--- config.mk ---
export PLATFORM = sky130hd
export DESIGN_NAME = audio_adc_receiver
export DESIGN_NICKNAME = d
export VERILOG_FILES = /design/src/rtl/audio_adc_receiver_pkg.sv /design/src/rtl/audio_adc_receiver_i2s_edge_sync.sv /design/src/rtl/audio_adc_receiver.sv
export SDC_FILE = /design/constraint.sdc
export NUM_CORES = 1
export LEC_CHECK = 0
export BUFFER_PORTS_ARGS = -buffer_cell sky130_fd_sc_hd__buf_4
export CORE_MARGIN = 1
export CORE_UTILIZATION = 50
export DETAILED_ROUTE_END_ITERATION = 10
export PLACE_DENSITY_LB_ADDON = 0.3
export SLEW_MARGIN = 20
export SYNTH_ARGS = -nofsm -noshare
export SYNTH_HDL_FRONTEND = slang
export SYNTH_SLANG_ARGS = --single-unit
export TNS_END_PERCENT = 50
--- constraint.sdc ---
create_clock -name clk -period 2.49 [get_ports clk]
set_input_delay 0.498 -clock clk [delete_from_list [all_inputs] [get_ports clk]]
set_output_delay 0.498 -clock clk [all_outputs]
set_load 0.005 [all_outputs]
--- src/rtl/audio_adc_receiver_pkg.sv ---
// Shared definitions for the WM8731 I2S ADC receive path: default sample width,
// LRCK channel polarity and the receive FSM state encoding.
package audio_adc_receiver_pkg;

    localparam int AUDIO_DATA_WIDTH = 16;
    localparam logic LRCK_LEFT = 1'b0;

    typedef enum logic [2:0] {
        ST_SYNC,
        ST_DELAY_L,
        ST_SHIFT_L,
        ST_PAD_L,
        ST_DELAY_R,
        ST_SHIFT_R,
        ST_PAD_R
    } rx_state_t;

endpackage

--- src/rtl/audio_adc_receiver_i2s_edge_sync.sv ---
// Multi-flop synchroniser for one asynchronous codec pin, with one-clk rise/fall
// strobes derived from the synchronised level.
module i2s_edge_sync #(
    parameter int SYNC_STAGES = 2
) (
    input  logic clk,
    input  logic rst_n,
    input  logic din,
    output logic level,
    output logic rise,
    output logic fall
);

    logic [SYNC_STAGES-1:0] sync_q;
    logic                   prev_q;

    always_ff @(posedge clk or negedge rst_n) begin
        if (!rst_n) begin
            sync_q <= '0;
            prev_q <= 1'b0;
        end else begin
            sync_q <= {sync_q[SYNC_STAGES-2:0], din};
            prev_q <= sync_q[SYNC_STAGES-1];
        end
    end

    assign level = sync_q[SYNC_STAGES-1];
    assign rise  = level & ~prev_q;
    assign fall  = ~level & prev_q;

endmodule

--- src/rtl/audio_adc_receiver.sv ---
// I2S receiver for the WM8731 ADC: oversamples BCLK/ADCLRCK/ADCDAT and publishes stereo frames
// over valid/ready. Define AUD_RX_LEVEL_EN to add the 4-bit left-channel peak meter output.
module audio_adc_receiver
    import audio_adc_receiver_pkg::*;
#(
    parameter int DATA_WIDTH  = AUDIO_DATA_WIDTH,
    parameter int SYNC_STAGES = 2
) (
    input  logic                  clk,
    input  logic                  rst_n,
    input  logic                  AUD_BCLK,
    input  logic                  AUD_ADCLRCK,
    input  logic                  AUD_ADCDAT,
    input  logic                  sample_ready,
    output logic [DATA_WIDTH-1:0] left_data,
    output logic [DATA_WIDTH-1:0] right_data,
    output logic                  sample_valid,
    output logic                  overrun
`ifdef AUD_RX_LEVEL_EN
    ,
    output logic [3:0]            level
`endif
);

    localparam int CNT_W = $clog2(DATA_WIDTH);

    logic bclk_lvl, bclk_rise, bclk_fall;
    logic lrck_lvl, lrck_rise, lrck_fall;
    logic dat_lvl, dat_rise, dat_fall;
    logic unused_sync;

    i2s_edge_sync #(.SYNC_STAGES(SYNC_STAGES)) u_bclk_sync (
        .clk(clk), .rst_n(rst_n), .din(AUD_BCLK),
        .level(bclk_lvl), .rise(bclk_rise), .fall(bclk_fall)
    );

    i2s_edge_sync #(.SYNC_STAGES(SYNC_STAGES)) u_lrck_sync (
        .clk(clk), .rst_n(rst_n), .din(AUD_ADCLRCK),
        .level(lrck_lvl), .rise(lrck_rise), .fall(lrck_fall)
    );

    i2s_edge_sync #(.SYNC_STAGES(SYNC_STAGES)) u_dat_sync (
        .clk(clk), .rst_n(rst_n), .din(AUD_ADCDAT),
        .level(dat_lvl), .rise(dat_rise), .fall(dat_fall)
    );

    // LRCK and data only matter at BCLK rises, so their own strobes go unused.
    assign unused_sync = &{1'b0, bclk_lvl, bclk_fall, lrck_rise, lrck_fall, dat_rise, dat_fall};

    rx_state_t             state, state_nxt;
    logic [CNT_W-1:0]      bit_cnt;
    logic [DATA_WIDTH-1:0] left_sr, right_sr;
    logic                  lrck_prev;
    logic                  left_ok;
    logic                  publish_q;
    logic                  lrck_edge, lrck_to_left, last_bit, publish;

    assign lrck_edge    = bclk_rise & (lrck_lvl != lrck_prev);
    assign lrck_to_left = lrck_edge & (lrck_lvl == LRCK_LEFT);
    assign last_bit     = (bit_cnt == CNT_W'(DATA_WIDTH - 1));
    assign publish      = bclk_rise & ~lrck_edge & (state == ST_SHIFT_R) & last_bit & left_ok;

    // Any LRCK edge re-aligns to the matching DELAY state, which also discards short words.
    always_comb begin
        state_nxt = state;
        if (bclk_rise) begin
            if (lrck_edge) begin
                if (lrck_to_left) begin
                    state_nxt = ST_DELAY_L;
                end else if (state != ST_SYNC) begin
                    state_nxt = ST_DELAY_R;
                end
            end else begin
                case (state)
                    ST_DELAY_L: state_nxt = ST_SHIFT_L;
                    ST_SHIFT_L: if (last_bit) state_nxt = ST_PAD_L;
                    ST_DELAY_R: state_nxt = ST_SHIFT_R;
                    ST_SHIFT_R: if (last_bit) state_nxt = ST_PAD_R;
                    default:    state_nxt = state;
                endcase
            end
        end
    end

    always_ff @(posedge clk or negedge rst_n) begin
        if (!rst_n) begin
            state     <= ST_SYNC;
            bit_cnt   <= '0;
            left_sr   <= '0;
            right_sr  <= '0;
            lrck_prev <= 1'b0;
            left_ok   <= 1'b0;
            publish_q <= 1'b0;
        end else begin
            state     <= state_nxt;
            publish_q <= publish;
            if (bclk_rise) begin
                lrck_prev <= lrck_lvl;
                if (!lrck_edge) begin
                    case (state)
                        ST_DELAY_L, ST_DELAY_R: bit_cnt <= '0;
                        ST_SHIFT_L: begin
                            left_sr <= {left_sr[DATA_WIDTH-2:0], dat_lvl};
                            if (!last_bit) bit_cnt <= bit_cnt + CNT_W'(1);
                        end
                        ST_SHIFT_R: begin
                            right_sr <= {right_sr[DATA_WIDTH-2:0], dat_lvl};
                            if (!last_bit) bit_cnt <= bit_cnt + CNT_W'(1);
                        end
                        default: ;
                    endcase
                end
                // A frame may only publish if its left word completed since the last 1->0 edge.
                if (lrck_to_left) begin
                    left_ok <= 1'b0;
                end else if (!lrck_edge && state == ST_SHIFT_L && last_bit) begin
                    left_ok <= 1'b1;
                end
            end
        end
    end

    // Publishing always wins over acceptance, so the newest frame is the one held.
    always_ff @(posedge clk or negedge rst_n) begin
        if (!rst_n) begin
            left_data    <= '0;
            right_data   <= '0;
            sample_valid <= 1'b0;
            overrun      <= 1'b0;
        end else begin
            overrun <= 1'b0;
            if (publish_q) begin
                left_data    <= left_sr;
                right_data   <= right_sr;
                sample_valid <= 1'b1;
                overrun      <= sample_valid & ~sample_ready;
            end else if (sample_valid && sample_ready) begin
                sample_valid <= 1'b0;
            end
        end
    end

`ifdef AUD_RX_LEVEL_EN
    localparam logic [DATA_WIDTH-1:0] MAX_POS = {1'b0, {(DATA_WIDTH-1){1'b1}}};

    logic [DATA_WIDTH-1:0] left_abs;
    logic [DATA_WIDTH-1:0] peak;
    logic [19:0]           decay_cnt;

    // The most negative sample has no positive counterpart, so it saturates.
    always_comb begin
        left_abs = left_sr;
        if (left_sr[DATA_WIDTH-1]) begin
            if (left_sr == ~MAX_POS) begin
                left_abs = MAX_POS;
            end else begin
                left_abs = ~left_sr + DATA_WIDTH'(1);
            end
        end
    end

    always_ff @(posedge clk or negedge rst_n) begin
        if (!rst_n) begin
            peak      <= '0;
            decay_cnt <= '0;
        end else begin
            decay_cnt <= decay_cnt + 20'd1;
            if (publish_q && left_abs > peak) begin
                peak <= left_abs;
            end else if (decay_cnt == '1) begin
                peak <= peak - (peak >> 4);
            end
        end
    end

    assign level = peak[DATA_WIDTH-2 -: 4];
`endif

endmodule

# Yosys cells after proc, flatten, opt, wreduce, memory -nomap -nowiden

Cells that the tools add are included.

Output and inout port bits: 34
Register bits after elaboration: 83
Latch bits: 0
RAM bits: 0
ROM bits: 0
Memories: 0

Multiply operators: 0
Muxes and demuxes: 13
Order comparisons: 0
Divide/modulo/power cells: 0
Reduce and logical (&&, ||, !) cells: 16
Shift-type cells: 0
Bitwise operators: 12
Eq/ne operators: 10
Add/subtract/negate cells: 1

Operator list:

| operator              | number |
|---|---|
| $mux W3               | 5 |
| $pmux W3 S4           | 1 |
| $and A1 B1 Y1         | 8 |
| $pmux W4 S2           | 1 |
| $eq A3 B3 Y1 const B  | 2 |
| $ne A3 B3 Y1 const B  | 2 |
| $reduce_and A3 Y1     | 2 |
| $reduce_bool A2 Y1    | 3 |
| $mux W1               | 5 |
| $reduce_and A5 Y1     | 1 |
| $reduce_bool A5 Y1    | 1 |
| $add A4 B1 Y4 const B | 1 |
| $eq A4 B4 Y1 const B  | 1 |
| $mux W4               | 1 |
| $not A1 Y1            | 4 |
| $reduce_and A4 Y1     | 1 |
| $reduce_or A2 Y1      | 2 |
| $eq A3 B1 Y1 const B  | 1 |
| $eq A3 B2 Y1 const B  | 1 |
| $logic_and A1 B1 Y1   | 3 |
| $ne A3 B1 Y1 const B  | 1 |
| $reduce_bool A3 Y1    | 1 |
| $ne A2 B2 Y1 const B  | 1 |
| $reduce_and A2 Y1     | 1 |
| 2 further kinds       | 2 |

# Logic depth before layout (Yosys ltp)

Gate-level depths: netlist of the first run.

Word-level depth: 8
Gate-level depth with buffers: 7
Mapped depth without buffers: 5

# Hierarchy

From an unflattened synthesis of the first run, not the netlist that was laid out.

Cell total of the unflattened synthesis: 224
Area, all modules: 3,419.5 µm²

By module, submodules not included:

| module             | cells each | area each (µm²) | seq. area each (µm²) | instances |
|---|---|---|---|---|
| audio_adc_receiver | 209        | 3,149.3         | 1,901.8              | 1 |
| i2s_edge_sync      | 5          | 90.1            | 75.1                 | 3 |

# Worst setup path after synthesis of the first run

No wires, ideal clock.

Path kind: reg-to-reg
Start point: reg state[2]
End point: reg left_sr[10]
Arrival time: 1.845 ns
Setup slack: 0.520 ns
Stages on the path, launching flop included: 7
Clock period less this slack: 1.970 ns
Cell sequence: dfrtp_1 buf_2 or3b_1 or4_1 buf_6 buf_12 mux2_4

Longest elaborated chain between the ends: 2

Ends and longest elaborated chain:

| item                        | line                      | RTL |
|---|---|---|
| start, declared             | audio_adc_receiver.sv:50  | `rx_state_t state, state_nxt;` |
| start signal, assigned      | audio_adc_receiver.sv:95  | `state <= state_nxt;` |
| $eq A3 B2 Y1                | audio_adc_receiver.sv:100 | `case (state)` |
| $reduce_and A3 Y1 (no line) | --                        |  |
| end signal, assigned        | audio_adc_receiver.sv:103 | `left_sr <= {left_sr[DATA_WIDTH-2:0], dat_lvl};` |
| end, declared               | audio_adc_receiver.sv:52  | `logic [DATA_WIDTH-1:0] left_sr, right_sr;` |

Every way passes these cells.
A chain may end at the register's enable or synchronous reset.

# Worst setup path after layout of the first run

Start point: reg u_bclk_sync.prev_q
End point: reg right_sr[4]

Longest elaborated chain between the ends: 5

Ends and longest elaborated chain:

| item                          | line                                   | RTL |
|---|---|---|
| start, declared               | audio_adc_receiver_i2s_edge_sync.sv:15 | `logic prev_q;` |
| start signal, assigned        | audio_adc_receiver_i2s_edge_sync.sv:23 | `prev_q <= sync_q[SYNC_STAGES-1];` |
| $not A1 Y1 *                  | audio_adc_receiver_i2s_edge_sync.sv:28 | `assign rise = level & ~prev_q;` |
| $and A1 B1 Y1 *               | audio_adc_receiver_i2s_edge_sync.sv:28 |  |
| $and A1 B1 Y1                 | audio_adc_receiver.sv:58               | `assign lrck_edge = bclk_rise & (lrck_lvl != lrck_prev);` |
| $not A1 Y1 (no line)          | --                                     |  |
| $reduce_and A3 Y1 (no line) * | --                                     |  |
| end signal, assigned          | audio_adc_receiver.sv:107              | `right_sr <= {right_sr[DATA_WIDTH-2:0], dat_lvl};` |
| end, declared                 | audio_adc_receiver.sv:52               |  |

Every way passes the cells marked *; elsewhere a longest branch is shown, timed or not.

==> qor.yml, run 1 <==
ant_nets: 0
rows: 29
ys_ff_latch: 83
r2r_setup_slack_ns: 0.46
place_ws_ns: 0.482
crit_path_end_kind: "register"
die_x_um: 83.0
synth-xor-area-share: 0
synth_adder_area_share: 0.00382
ioPinCount: 40
die_area_mm2: 0.00688
setup_violations: 0
dp_hpwl_mm: 3.17
synth.area.mux_share: 0.237
layout.cells.non_filler: 343
grt_usage: 0.157
drive_above_1_share: 0.466
routedLengthMet1_mm: 2.33
hold_violations: 0
synth.avg_cell_area_um2: 15.1
n_antenna_cell: 0
vias_per_cell: 5.31
max-vdd-ir-drop_v: 0.000538
synth_nets: 224
cts_tree: "built"
grt_max_degree: 53
finalCritPeriodShare: 0.816
tns_ns: 0
fin_crit_ns: 2.03
via_count: 1821
crit_type: "register to register"
maxSlewHeadroom: 0.563
synth-compound-area-share: 0.0515
numPortBuffers: 39
cts_root_buf: "clkbuf_8"
firstDrtPassIters: 4
h-tree-depth: 3
area_growth_syn_to_layout_pct: 17.6
cap_violations: 0
gp_congestion: 0.856
fin_util: 0.607
worst_slack_ns: 0.458
crit_required_ns: 2.73
synth_seq_area_share: 0.634
leakage_nw: 2.00
dr_wl_met2_mm: 2.16
postCtsSetupRepairBufs: 0
worst_clock_skew_ns: 0.0109
drt-total-wl_mm: 4.82
post_cts_resized: 0
route.detailed.drc: 0
crit_path_start_kind: "register"
grt_pass1_vias: 1783
cts_buffer_depth: 2
hold_class: "input pin to async pin"
total_power_mw: 2.84
p_per_area_mw_per_mm2: 736
routed.top_layer: "met4"
fmax_mhz: 492
arrival_ns: 2.27
synth_cell_types: 34
clock_sinks: 83
yosys_warnings: 0
clock_latency_ns: 0.35
wl_met3_um: 233
numCtsBuffers: 9
overflow: 0
dp_cells: 327
tightest_slew_ns: 0.655
syn_inst: 217
rsz0062_at_grt: "no"
synth_top_family_by_area: "multiplexers"
grt_pass1_wl_mm: 8.42
path_clk_slew_ns: 0.08
syn_area_mm2: 0.00328
drv_slew: 0
core_mm2: 0.00635
synth-simple-area-share: 0.0511
initial_core_util: 0.516
cp_max_fo: 16
fin_nets: 268
wl_per_cell_um: 14.1
antenna_found_initial: 0
status: "finished clean"
die_h_um: 83.0
hold_buffers: 0
drt_iter0_markers: 83
-- layer usage --
layer,up-vias,global-route usage
li1,866,-
met1,900,0.211
met2,43,0.231
met3,12,0.0547
met4,0,0.0705
met5,-,0
-- area by class of cell --
cell class	count	area (µm²)
inverters	3	11.3
multi-input cells	121	1120
clock inverters	6	72.6
clock buffers	10	138
well taps	77	96.3
repair buffers	43	335
fillers	508	2490
flip-flops and latches	83	2080
-- report_power, final --
part | switching (mW) | internal [mW] | total, mW
Combinational | 0.159 | 0.157 | 0.316
Clock | 0.486 | 0.500 | 0.986
Sequential | 0.0997 | 1.44 | 1.54
-- worst max-delay path: stages, from the launching register on --
cell,delay (ns)
dfrtp_1,0.38
nand2b_1,0.21
nor3_1,0.42
and3_1,0.29
buf_4,0.25
mux2_2,0.36
-- placed cells by master (no fill, tap or decap), drive strengths merged, types with 3 or more instances in the layout --
cell type and instances:
mux2 65, clkinvlp 3, inv 5, dfrtp 83, a31oi 3, nor2 6, and3 5, buf 43
nor2b 6, clkbuf 10, a21oi 4, nand2 3, o21ai 4
-- final timing paths --
| kind | start | end | cells after the start |
|---|---|---|---|
| worst max register to register | u_bclk_sync.prev_q | right_sr[4] | 5 |
| worst min-delay path | rst_n | left_data[11] | 1 |
| max in group asynchronous | rst_n | right_data[4] | 2 |
| worst min register to register | u_lrck_sync.sync_q[0] | u_lrck_sync.sync_q[1] | 0 |
| min in group clk | AUD_ADCDAT | u_dat_sync.sync_q[0] | 1 |
| worst max-delay path | u_bclk_sync.prev_q | right_sr[4] | 5 |
-- Yosys cell counts --
library cell | count | area share
buf_2 | 3 | 0.0046
buf_12 | 1 | 0.0061
o2bb2ai_1 | 1 | 0.0027
a21oi_1 | 4 | 0.0061
mux2_4 | 9 | 0.041
dfrtp_1 | 83 | 0.63
nand2b_1 | 2 | 0.0038
o21a_1 | 1 | 0.0023
mux2i_1 | 1 | 0.0031
nor2_1 | 6 | 0.0069
a32o_1 | 1 | 0.0031
inv_1 | 3 | 0.0034
o31a_1 | 1 | 0.0027
o32a_1 | 1 | 0.0031
clkbuf_1 | 5 | 0.0057
or3b_1 | 1 | 0.0027
a21o_1 | 2 | 0.0046
o21bai_1 | 2 | 0.0046
o21ai_0 | 4 | 0.0061
nor3b_1 | 1 | 0.0023
or4_1 | 1 | 0.0023
ha_1 | 1 | 0.0038
nand2_1 | 3 | 0.0034
a2bb2oi_1 | 1 | 0.0027
nand3_1 | 2 | 0.0031
mux2_2 | 56 | 0.19
o221ai_1 | 2 | 0.0053
nor2b_1 | 6 | 0.011
nor4b_1 | 1 | 0.0027
buf_6 | 1 | 0.0034
nor3_1 | 2 | 0.0031
a31oi_1 | 3 | 0.0057
a211o_1 | 1 | 0.0027
and3_1 | 5 | 0.0095
-- flip-flops by register name (all words and copies together) (netlist names), 3 cells and up --
register    cells
left_data      16
left_sr        16
right_data     16
right_sr       16
bit_cnt         4
state           3
-- logic make-up after synthesis --
kind of cell	after synthesis
AOI/OAI and AO/OA	24
and+or+nand+nor	30
DFF	83
muxes	66
adders and majority gates	1
buffers and inverters	13
-- metrics by stage --
step                hold WS, ns  instance area (µm²)
floorplan                 0.202                 3280
finish                    0.165                 3850
global route              0.202                 3850
detailed placement        0.336                 3640
CTS                       0.166                 3850
global placement          0.332                 3640
No activity file was read; power rests on OpenSTA's default activity.
==> inputs of run 2 (changes only) <==
==> constraint.sdc (replaced) <==
create_clock -name clk -period 1.8 [get_ports clk]
set_input_delay 0.36 -clock clk [delete_from_list [all_inputs] [get_ports clk]]
set_output_delay 0.36 -clock clk [all_outputs]
set_load 0.005 [all_outputs]
==> run 2 against run 1 <==
The flow now finishes with violations (setup timing). Routed wire length increased by 11%. Clock skew fell by 0.00053 ns. Clock power increased by 51%. Global-route usage grew 1.0 points. Sequential share of layout area down 2.6 points. Critical path type unchanged. Largest cell class unchanged. Largest power group unchanged.
==> qor.yml, run 2 (synthesized netlist as in run 1, its figures left out) <==
status: "complete, but fails checks"
violations: "setup timing"
layout_commonest_cell: "dfrtp_1"
antenna_found_initial: 0  # unchanged
hold_class: "input pin to async pin"
fin_crit_ns: 1.82  # -0.216 ns
cts_tree: "built"
layout_common_cells: "83 x dfrtp_1, 56 x mux2_2, 53 x buf_4, 10 x clkbuf_8, 9 x mux2_4"
firstDrtPassIters: 4  # unchanged
place_area_mm2: 0.00375  # +3.0%
n_antenna_cell: 0  # unchanged
r2r-start: "state[0]"
drt-total-wl_mm: 5.35  # +11%
reg2reg_to: "left_sr[6]"
route.detailed.drc: 0  # unchanged
dp_hpwl_mm: 3.37  # +6.1%
crit_required_ns: 2.03  # -0.70 ns
critical-path-top-delay-family: "simple AND/OR/NAND/NOR gates"
ioPinCount: 40  # unchanged
path_buf_inv: 1  # unchanged
cap_violations: 0  # unchanged
numCtsBuffers: 9  # unchanged
rows: 29  # unchanged
h-tree-depth: 3  # unchanged
fin_util: 0.638  # +0.0305
die_x_um: 83.0  # unchanged
die_h_um: 83.0  # unchanged
path_depth: 4  # -1
crit_path_start_kind: "register"
p_per_area_mw_per_mm2: 1040  # +41%
wl_per_cell_um: 15.0  # +6.6%
gr-usage-met2: 0.256  # +0.0246
ant_nets: 0  # unchanged
startpoint: "state[0]"
fmax_mhz: 551  # +12%
core_mm2: 0.00635  # unchanged
crit_path_end_kind: "register"
path_clk_slew_ns: 0.08  # about the same
use_met3: 0.0318  # -0.0229
tightest_slew_ns: 0.446  # -0.209 ns
cp_max_fo: 9  # -7
final_area_mm2: 0.00405  # +5.0%
leakage_nw: 2.11  # +5.6%
rsz0062_at_grt: "yes"
crit_type: "register to register"
hold_violations: 0  # unchanged
crit_slowest_cell: "or4_4"
cp_cell_sequence: "or3b_4 -> or4_4 -> buf_12 -> mux2_4"
worst_clock_skew_ns: 0.0104  # -0.000528 ns
initial_core_util: 0.516  # unchanged
grt_pass1_vias: 1964  # +10%
clock_latency_ns: 0.35  # about the same
cts_root_buf: "clkbuf_8"
tns_ns: -0.0878  # -0.0878 ns
dp_cells: 339  # +3.7%
die_area_mm2: 0.00688  # unchanged
total_power_mw: 4.20  # +48%
grt_usage: 0.167  # +0.0104
overflow: 0  # unchanged
drive_above_1_share: 0.518  # +0.0517
maxSlewHeadroom: 0.700  # +0.136
cts_buffer_depth: 2  # unchanged
crit_path_max_incr_delay_ns: 0.47  # +0.05 ns
arrival_ns: 2.05  # -0.22 ns
gp_congestion: 0.894  # +4.4%
drt_iter0_markers: 60  # -28%
r2r_setup_slack_ns: -0.02  # -0.47 ns
busiest_layer: "met2"
layout.cells.non_filler: 357  # +4.1%
worst_slack_ns: -0.0156  # -0.474 ns
via_count: 1893  # +4.0%
grt_pass1_wl_mm: 9.21  # +9.4%
use_met1: 0.231  # +0.0190
rr_worst_depth: 4  # -1
vias_per_cell: 5.30  # -0.12%
fin_nets: 282  # +5.2%
area_growth_syn_to_layout_pct: 23.5
numPortBuffers: 39  # unchanged
max-vdd-ir-drop_v: 0.000547  # +1.7%
setup_violations: 9  # +9
drv_slew: 0  # unchanged
crit_path_end: "left_sr[6]"
clock_sinks: 83  # unchanged
grt_max_degree: 84  # +58%
finalCritPeriodShare: 1.01  # +0.193
[run 2: cell count changes in the layout (fill, tap and decap cells not counted), sizes merged]
cell | before | now
buf | 43 | 56
clkinv | 0 | 3
clkinvlp | 3 | 0
bufinv | 1 | 2
clkbuf | 10 | 11
inv | 5 | 4
[run 2: stage by stage]
stage / worst slack (ns) / hold slack, ns
after floorplan: -0.161 / 0.0644
after global placement: 0.000240 / 0.335
after detailed placement: -0.0341 / 0.336
after CTS: -0.00634 / 0.0415
after global routing: -0.0627 / 0.0623
final: -0.0156 / 0.0325
[run 2: timing repair]
item                       in CTS  in global routing
resized for setup               4                  5
cloned                          0                  1
setup endpoints to repair      16                 33
buffers inserted                0                  1
pin swaps                       0                  0
hold buffers                    0                  0
[run 2: where the power goes]
group	internal, mW	switching [mW]	total [mW]
clock network	0.822	0.665	1.49
registers	1.99	0.0874	2.07
logic	0.316	0.324	0.640
[run 2: worst min path at each step]
| stage | startpoint | endpoint | slack [ns] | cells past startpoint |
|---|---|---|---|---|
| floorplan | rst_n | bit_cnt[0] | 0.06 | 0 |
| global placement | u_lrck_sync.sync_q[0] | u_lrck_sync.sync_q[1] | 0.33 | 0 |
| detailed placement | u_lrck_sync.sync_q[0] | u_lrck_sync.sync_q[1] | 0.34 | 0 |
| CTS | rst_n | right_data[8] | 0.04 | 2 |
| global route | rst_n | left_data[11] | 0.06 | 2 |
| finish | rst_n | left_data[11] | 0.03 | 2 |
[run 2: cell type report]
cell class                      instances  area (µm²)
Fill cell                             492        2300
Timing Repair Buffer                   57         483
Clock buffer                           10         138
Multi-Input combinational cell        121        1160
Inverter                                3        11.3
Tap cell                               77        96.3
Sequential cell                        83        2080
Clock inverter                          6        87.6
[run 2: worst reg2reg max path, stage by stage (launching register included)]
cell,delay [ns]
dfrtp_1,0.38
or3b_4,0.39
or4_4,0.47
buf_12,0.18
mux2_4,0.29
[run 2: layer usage]
| metal | up-vias | part of all wire | routed length, µm |
|---|---|---|---|
| met1 | 963 | 0.49 | 2600 |
| met2 | 36 | 0.46 | 2480 |
| met5 | - | 0 | 0 |
| met4 | 0 | 0.019 | 102 |
| met3 | 8 | 0.033 | 176 |
| li1 | 886 | - | - |
